$ cat src/rtl/rf_pkg.sv
// Shared register-file constants, the pending-counter operation type and a
// constant-foldable log2 helper used to derive address widths.
package rf_pkg;

    localparam int unsigned REG_ZERO  = 0;
    localparam int unsigned DW_DEF    = 32;
    localparam int unsigned DEPTH_DEF = 32;

    typedef enum logic [1:0] {
        CNT_HOLD = 2'b00,
        CNT_INC  = 2'b01,
        CNT_DEC  = 2'b10
    } cnt_op_e;

    function automatic int unsigned clog2(input int unsigned value);
        int unsigned res;
        res = 0;
        while ((64'd1 << res) < 64'(value)) begin
            res = res + 1;
        end
        return res;
    endfunction

endpackage

$ cat src/rtl/rf_pending_ctr.sv
// Saturating up/down counter tracking outstanding producers of one register.
// Increment never passes all-ones; decrement never goes below zero.
module rf_pending_ctr
    import rf_pkg::*;
#(
    parameter int unsigned PEND_W = 2
) (
    input  logic              clk_i,
    input  logic              rst_i,
    input  logic              inc_i,
    input  logic              dec_i,
    output logic [PEND_W-1:0] cnt_o,
    output logic              sat_o,
    output logic              zero_o
);

    logic [PEND_W-1:0] cnt_q;
    logic [PEND_W-1:0] cnt_d;
    logic              inc_eff;
    logic              dec_eff;
    cnt_op_e           op;

    assign sat_o   = &cnt_q;
    assign zero_o  = ~|cnt_q;
    assign cnt_o   = cnt_q;
    assign inc_eff = inc_i && !sat_o;
    assign dec_eff = dec_i && !zero_o;

    always_comb begin
        op    = CNT_HOLD;
        cnt_d = cnt_q;
        if (inc_eff && !dec_eff) begin
            op = CNT_INC;
        end else if (dec_eff && !inc_eff) begin
            op = CNT_DEC;
        end
        case (op)
            CNT_INC: cnt_d = cnt_q + PEND_W'(1);
            CNT_DEC: cnt_d = cnt_q - PEND_W'(1);
            default: cnt_d = cnt_q;
        endcase
    end

    always_ff @(posedge clk_i or posedge rst_i) begin
        if (rst_i) begin
            cnt_q <= '0;
        end else begin
            cnt_q <= cnt_d;
        end
    end

endmodule

$ cat src/rtl/rf_scoreboard_mp.sv
// Multi-read-port register file with optional write->read bypass and a
// per-register pending-producer scoreboard feeding the hazard/stall unit.
module rf_scoreboard_mp
    import rf_pkg::*;
#(
    parameter  int unsigned DW     = DW_DEF,
    parameter  int unsigned DEPTH  = DEPTH_DEF,
    parameter  int unsigned NUM_RD = 2,
    parameter  int unsigned BYPASS = 1,
    parameter  int unsigned PEND_W = 2,
    localparam int unsigned AW     = clog2(DEPTH)
) (
    input  logic                 clk,
    input  logic                 rst,
    input  logic [NUM_RD*AW-1:0] rd_addr,
    output logic [NUM_RD*DW-1:0] rd_data,
    output logic [NUM_RD-1:0]    rd_busy,
    input  logic                 wr_en,
    input  logic [AW-1:0]        wr_addr,
    input  logic [DW-1:0]        wr_data,
    input  logic                 iss_en,
    input  logic [AW-1:0]        iss_addr,
    output logic                 iss_full,
    output logic                 err_unf
);

    logic [DW-1:0]     rf_q [DEPTH];
    logic [PEND_W-1:0] cnt_w [DEPTH];
    logic [DEPTH-1:0]  sat_w;
    logic [DEPTH-1:0]  zero_w;
    logic              err_q;
    logic              err_d;
    logic              wr_live;

    assign wr_live  = wr_en && (wr_addr != AW'(REG_ZERO));
    assign iss_full = iss_en && (iss_addr != AW'(REG_ZERO)) && sat_w[iss_addr];
    assign err_unf  = err_q;
    assign err_d    = err_q || (wr_live && zero_w[wr_addr]);

    // Register 0 has no counter: it is permanently idle.
    assign cnt_w[0]  = '0;
    assign sat_w[0]  = 1'b0;
    assign zero_w[0] = 1'b1;

    for (genvar r = 1; r < DEPTH; r++) begin : g_ctr
        logic inc;
        logic dec;
        assign inc = iss_en && (iss_addr == AW'(r)) && !iss_full;
        assign dec = wr_en && (wr_addr == AW'(r));

        rf_pending_ctr #(
            .PEND_W (PEND_W)
        ) u_ctr (
            .clk_i  (clk),
            .rst_i  (rst),
            .inc_i  (inc),
            .dec_i  (dec),
            .cnt_o  (cnt_w[r]),
            .sat_o  (sat_w[r]),
            .zero_o (zero_w[r])
        );
    end

    always_ff @(posedge clk or posedge rst) begin
        if (rst) begin
            for (int unsigned i = 0; i < DEPTH; i++) begin
                rf_q[i] <= '0;
            end
            err_q <= 1'b0;
        end else begin
            if (wr_live) begin
                rf_q[wr_addr] <= wr_data;
            end
            err_q <= err_d;
        end
    end

    always_comb begin
        logic [AW-1:0] a;
        logic          wr_hit;
        a       = '0;
        wr_hit  = 1'b0;
        rd_data = '0;
        rd_busy = '0;
        for (int unsigned p = 0; p < NUM_RD; p++) begin
            a      = rd_addr[p*AW +: AW];
            wr_hit = wr_en && (wr_addr == a);
            if (a != AW'(REG_ZERO)) begin
                if ((BYPASS != 0) && wr_hit) begin
                    rd_data[p*DW +: DW] = wr_data;
                end else begin
                    rd_data[p*DW +: DW] = rf_q[a];
                end
                // With bypass, the final writeback frees the consumer in the same cycle.
                if (BYPASS != 0) begin
                    rd_busy[p] = (cnt_w[a] > PEND_W'(1)) ||
                                 ((cnt_w[a] == PEND_W'(1)) && !wr_hit);
                end else begin
                    rd_busy[p] = !zero_w[a];
                end
            end
        end
    end

endmodule

$ cat config.mk
export PLATFORM = sky130hd
export DESIGN_NAME = rf_scoreboard_mp
export DESIGN_NICKNAME = d
export VERILOG_FILES = /design/src/rtl/rf_pkg.sv /design/src/rtl/rf_pending_ctr.sv /design/src/rtl/rf_scoreboard_mp.sv
export SDC_FILE = /design/constraint.sdc
export NUM_CORES = 2
export LEC_CHECK = 0
export BUFFER_PORTS_ARGS = -buffer_cell sky130_fd_sc_hd__buf_2
export CORE_MARGIN = 4
export CORE_UTILIZATION = 45
export CTS_CLUSTER_DIAMETER = 50
export CTS_CLUSTER_SIZE = 20
export DETAILED_ROUTE_END_ITERATION = 12
export GPL_TIMING_DRIVEN = 1
export SYNTH_ARGS = -nofsm -noshare
export SYNTH_HDL_FRONTEND = slang
export SYNTH_SLANG_ARGS = --single-unit
$ cat constraint.sdc
create_clock -name clk -period 87.8 [get_ports clk]
set_input_delay 13.17 -clock clk [delete_from_list [all_inputs] [get_ports clk]]
set_output_delay 13.17 -clock clk [all_outputs]
set_load 0.01 [all_outputs]
* Yosys cells after proc, flatten, opt, wreduce, memory -nomap -nowiden
Index checks and enable logic that the tools add are counted.
Storage, ports and cells: flip-flop bits (word level) 1087, RAM bits 0, memories 0, bits in latches 0, input bits 56, word-level logic and storage cells 836, bits in read-only memories 0
Operators by class: shift-type cells 0, div/mod/pow operators 0, $lt $le $gt $ge 8, multiply operators 0, $add $sub $neg 62, bitwise operators 3, muxes and demuxes 118, eq/ne operators 128, reductions and logical operators 453
Operators with widths (number):
- $bwmux 1024 | 1
- $bmux 32 s5 | 2
- $mux 32 | 9
- $logic_and 1x1->1 | 226
- $demux 32 s5 | 1
- $eq 5x5->1 const B | 32
- $mux 2 | 66
- $logic_not 1->1 | 127
- $pmux 2 s2 | 31
- $eq 5x4->1 const B | 16
- $eq 2x1->1 const B | 33
- $add 2x1->2 const B | 31
- $eq 2x2->1 const B | 31
- $reduce_and 2->1 | 31
- $reduce_bool 2->1 | 31
- $reduce_or 2->1 | 31
- $sub 2x1->2 const B | 31
- $eq 5x3->1 const B | 8
- $bmux 2 s5 | 2
- $eq 5x2->1 const B | 4
- $reduce_bool 5->1 | 4
- $ge 6x6->1 const B | 3
- $not 5->6 | 3
- $lt 5x6->1 const B | 2
- other kinds (7) | 16

* Logic depth before layout (Yosys ltp)
word-level depth 13, depth in mapped cells 11

* Cells and area by module
A second synthesis with hierarchy kept.
Second synthesis, totals: cell total of the unflattened synthesis 4812, area, all modules 60605.6 µm²
By module, submodules not included:
- rf_scoreboard_mp | cells each 4440, sequential area each 25649.6 µm², area an instance 56882.1 µm², times used 1
- rf_pending_ctr | cells each 12, sequential area each 50.0 µm², area an instance 120.1 µm², times used 31

* Worst setup path after synthesis
No wires, ideal clock.
path kind input port to output port, start input port rd_addr[6], end output port rd_data[40], cell stages on the path 7, data required time 74.630 ns, setup slack 59.934 ns, data arrival time 14.696 ns, path through buf_2 buf_2 buf_1 mux4_2 a22oi_1 nand3_1 o221a_2
Between the ends: cells in the longest elaborated chain, start to end 6, elaborated cells on any way between the ends 9, those cells by class eq/ne (1); mux (5); bitwise (1); reduce/logical (2)
RTL lines:
- from (decl) | line rf_scoreboard_mp.sv:15 | input logic [NUM_RD*AW-1:0] rd_addr,
- $not 5->6 (implied by the code) | line rf_scoreboard_mp.sv:92 | rd_data[p*DW +: DW] = rf_q[a];
- $bmux 32 s5 | line rf_scoreboard_mp.sv:92
- $mux 32 (implied by the code) (2 in a row) | line rf_scoreboard_mp.sv:92
- $mux 32 | line rf_scoreboard_mp.sv:89 | if ((BYPASS != 0) && wr_hit) begin
- $mux 32 (*) | line rf_scoreboard_mp.sv:88 | if (a != AW'(REG_ZERO)) begin
- to (decl) | line rf_scoreboard_mp.sv:16 | output logic [NUM_RD*DW-1:0] rd_data,
Every way passes the cells marked *; elsewhere a longest branch is shown, timed or not. The select of a mux whose other input is x is not followed.

* Worst setup path in the final report
start input port rd_addr[0], end output port rd_data[25]
The elaborated chain is that of the path after synthesis.

==> flow_summary.ini <==
[route]
drt-initial-drc-count = 3208
viasPerCell = 6.44
routed.top_layer = met4
wl_met2_mm = 88.3
remaining_drc_errors = 0
wl_met1_mm = 76.4
num_vias = 39300
detail_route.first_pass.iterations = 5
avgRoutedWirePerCell_microns = 30.1
wl_mm = 184
antenna_left = 0
wl_met3_mm = 11.4

[sta]
min_period_over_period_pct = 34.2
worst_pin_slew_ns = 1.17
max-slew-margin-rel_pct = 21.8
finalCriticalPeriod_ns = 30.05
finalSetupViolations = 0
finalClockSkew_ns = 0.0210
setup_tns_ns = 0
slew_viol_final = 0
max_freq_mhz = 33.3
rsz0062_at_grt = no
finalHoldViolCount = 0

[critical_path]
crit_slowest_cell = buf_4
crit_arrival_ns = 16.88
crit_chain = buf_8 -> buf_12 -> buf_4 -> mux4_2 -> a22oi_1 -> nand3_1 -> o221a_1 -> buf_2
r2r_cells = 5
crit_required_ns = 74.63
crit_path_end_kind = primary output
crit_path_max_incr_delay_ns = 0.87
critPathKind = in -> out
worstSetupStartpointType = primary input
cp_max_fo = 81

[die]
fp.dieW_microns = 375
die-area_sq_mm = 0.141
io_pins = 124
die_h_microns = 375
design.core.area_sq_mm = 0.134
placementRows = 134
start_util_pct = 45.3

[placement]
io_buffers = 123
gp_congestion = 0.822
hpwl_mm = 102
dp.cells = 5858

[synthesis]
synth_edf_count = 0
syn_inst = 4371
synth_ff_type = dfrtp_1
synth_nets = 4458
ys.warnings.count = 0
ys_types = 59
netlist_area_sq_mm = 0.0606
synth_area_per_cell_sq_um = 13.9
synth-seq-area-share_pct = 44.9
synth_seq_cells = 1087
synthArstFlopShare_pct = 100

[clocking]
cts_buffers = 133
clk_latency_ns = 0.77
cts_tree = yes
cts_resized = 0
cts-root-buf = clkbuf_16
hold_buffers = 0
post_cts_buffers = 0
cts_sinks = 1087
htreeDepth = 4
clk_pin_slew_ns = 0.06
clk_path_buf_depth = 3

[outcome]
status = complete, no violations

[cells_and_area]
syn_to_final_growth_pct = 9.92
drive_above_1_share_pct = 44.5
final_util_pct = 49.8
nNetsFinal = 4312
mostFrequentLayoutCell = dfrtp_1
most-common-layout-cells = dfrtp_1, mux2_2, mux4_2
stdcell_count = 6100

[job]
drv_cap = 0

[min_path]
min_delay_path_depth = 0
worstHoldPathType = reg -> reg

[global_route]
grt_pass1_wl_mm = 275
grt_usage_pct = 26.1
antenna_found_initial = 2
grt_pass1_vias = 40600
grt_max_degree = 118
gr-total-overflow = 0

[power]
total_power_w = 0.00161
vdd_drop_max_uv = 20.0
leakage_nw = 29.1
p_per_area_mw_per_mm2 = 24.1
cell usage after synthesis (all sizes together), types with 7 or more instances:
cell type,count,area (sq um)
o221a,62,698
a21oi,73,365
a22oi,126,946
buf,279,1710
inv,8,30.0
xor2,39,342
xnor2,64,561
o21a,7,52.6
mux4,421,9480
o21ai,10,50.1
mux2i,393,3930
nor3,24,125
nand3,168,841
nand2,129,484
mux2,995,11200
nor2b,10,62.6
o22ai,64,400
nor2,108,420
clkbuf,210,788
dfrtp,1087,27200
ha,31,388
nand2b,7,43.8
through the flow:
stage | instance area, sq um | hold WS (ns) | worst slack, ns
after floorplan | 60600 | 0.441 | 44.03
after global placement | 61900 | 0.376 | 57.66
after detailed placement | 61900 | 0.383 | 57.68
after CTS | 66600 | 0.396 | 57.67
after global routing | 66600 | 0.408 | 57.45
final | 66600 | 0.393 | 57.75
flip-flops by register name, indices dropped and copies added, names as in the netlist:
register           count
rf_q                1024
g_ctr.u_ctr.cnt_o     62
err_unf                1
power breakdown:
part / internal, W / switching, W
clock network: 0.000350 / 0.000233
logic: 0.000193 / 0.000135
registers: 0.000604 / 0.0000918
total: 0.00115 / 0.000460
per-layer routing:
metal	vias to the layer above	GRT usage, %
li1	16300	-
met1	21300	34.8
met2	1358	42.7
met3	343	4.53
met4	0	10.4
met5	-	0
kinds of logic (layout without fill, tap and decap cells):
kind of cell,count (synthesis),count (layout),share of synthesized area [%]
simple gates,470,470,3.57
compound gates,374,374,4.60
fa+ha+maj,31,31,0.640
flops,1087,1087,44.9
xor+xnor,103,103,1.49
other cells,0,2,0
buf+inv,497,456,4.17
mux,1809,1809,40.6
area by class of cell:
class                      count  area [sq um]
antenna                        2          5.00
clock inverter                79          1040
fill                       11400         67000
multi-input combinational   2787         31100
sequential                  1087         27200
inverter                       8          37.5
timing repair buffer         208          1340
clock buffer                 161          3640
tap                         1768          2210
path summary, 6_finish.rpt:
| path | startpoint | to | slack [ns] |
|---|---|---|---|
| max in group asynchronous | rst | rf_q[1017] | 71.39 |
| hold reg to reg | rf_q[1003] | rf_q[1003] | 0.39 |
| hold / removal | rf_q[1003] | rf_q[1003] | 0.39 |
| min in group asynchronous | rst | rf_q[934] | 12.55 |
| setup reg to reg | g_ctr[3].u_ctr.cnt_o[0] | err_unf | 85.95 |
| setup / recovery | rd_addr[0] | rd_data[25] | 57.75 |
critical path: cells and delay by family:
kind / cells / cell delay, ns
and+or+nand+nor: 1 / 0.14
AOI/OAI and AO/OA: 2 / 0.50
buffers and inverters: 4 / 2.04
muxes: 1 / 0.59
No activity file was read; power rests on OpenSTA's default activity.
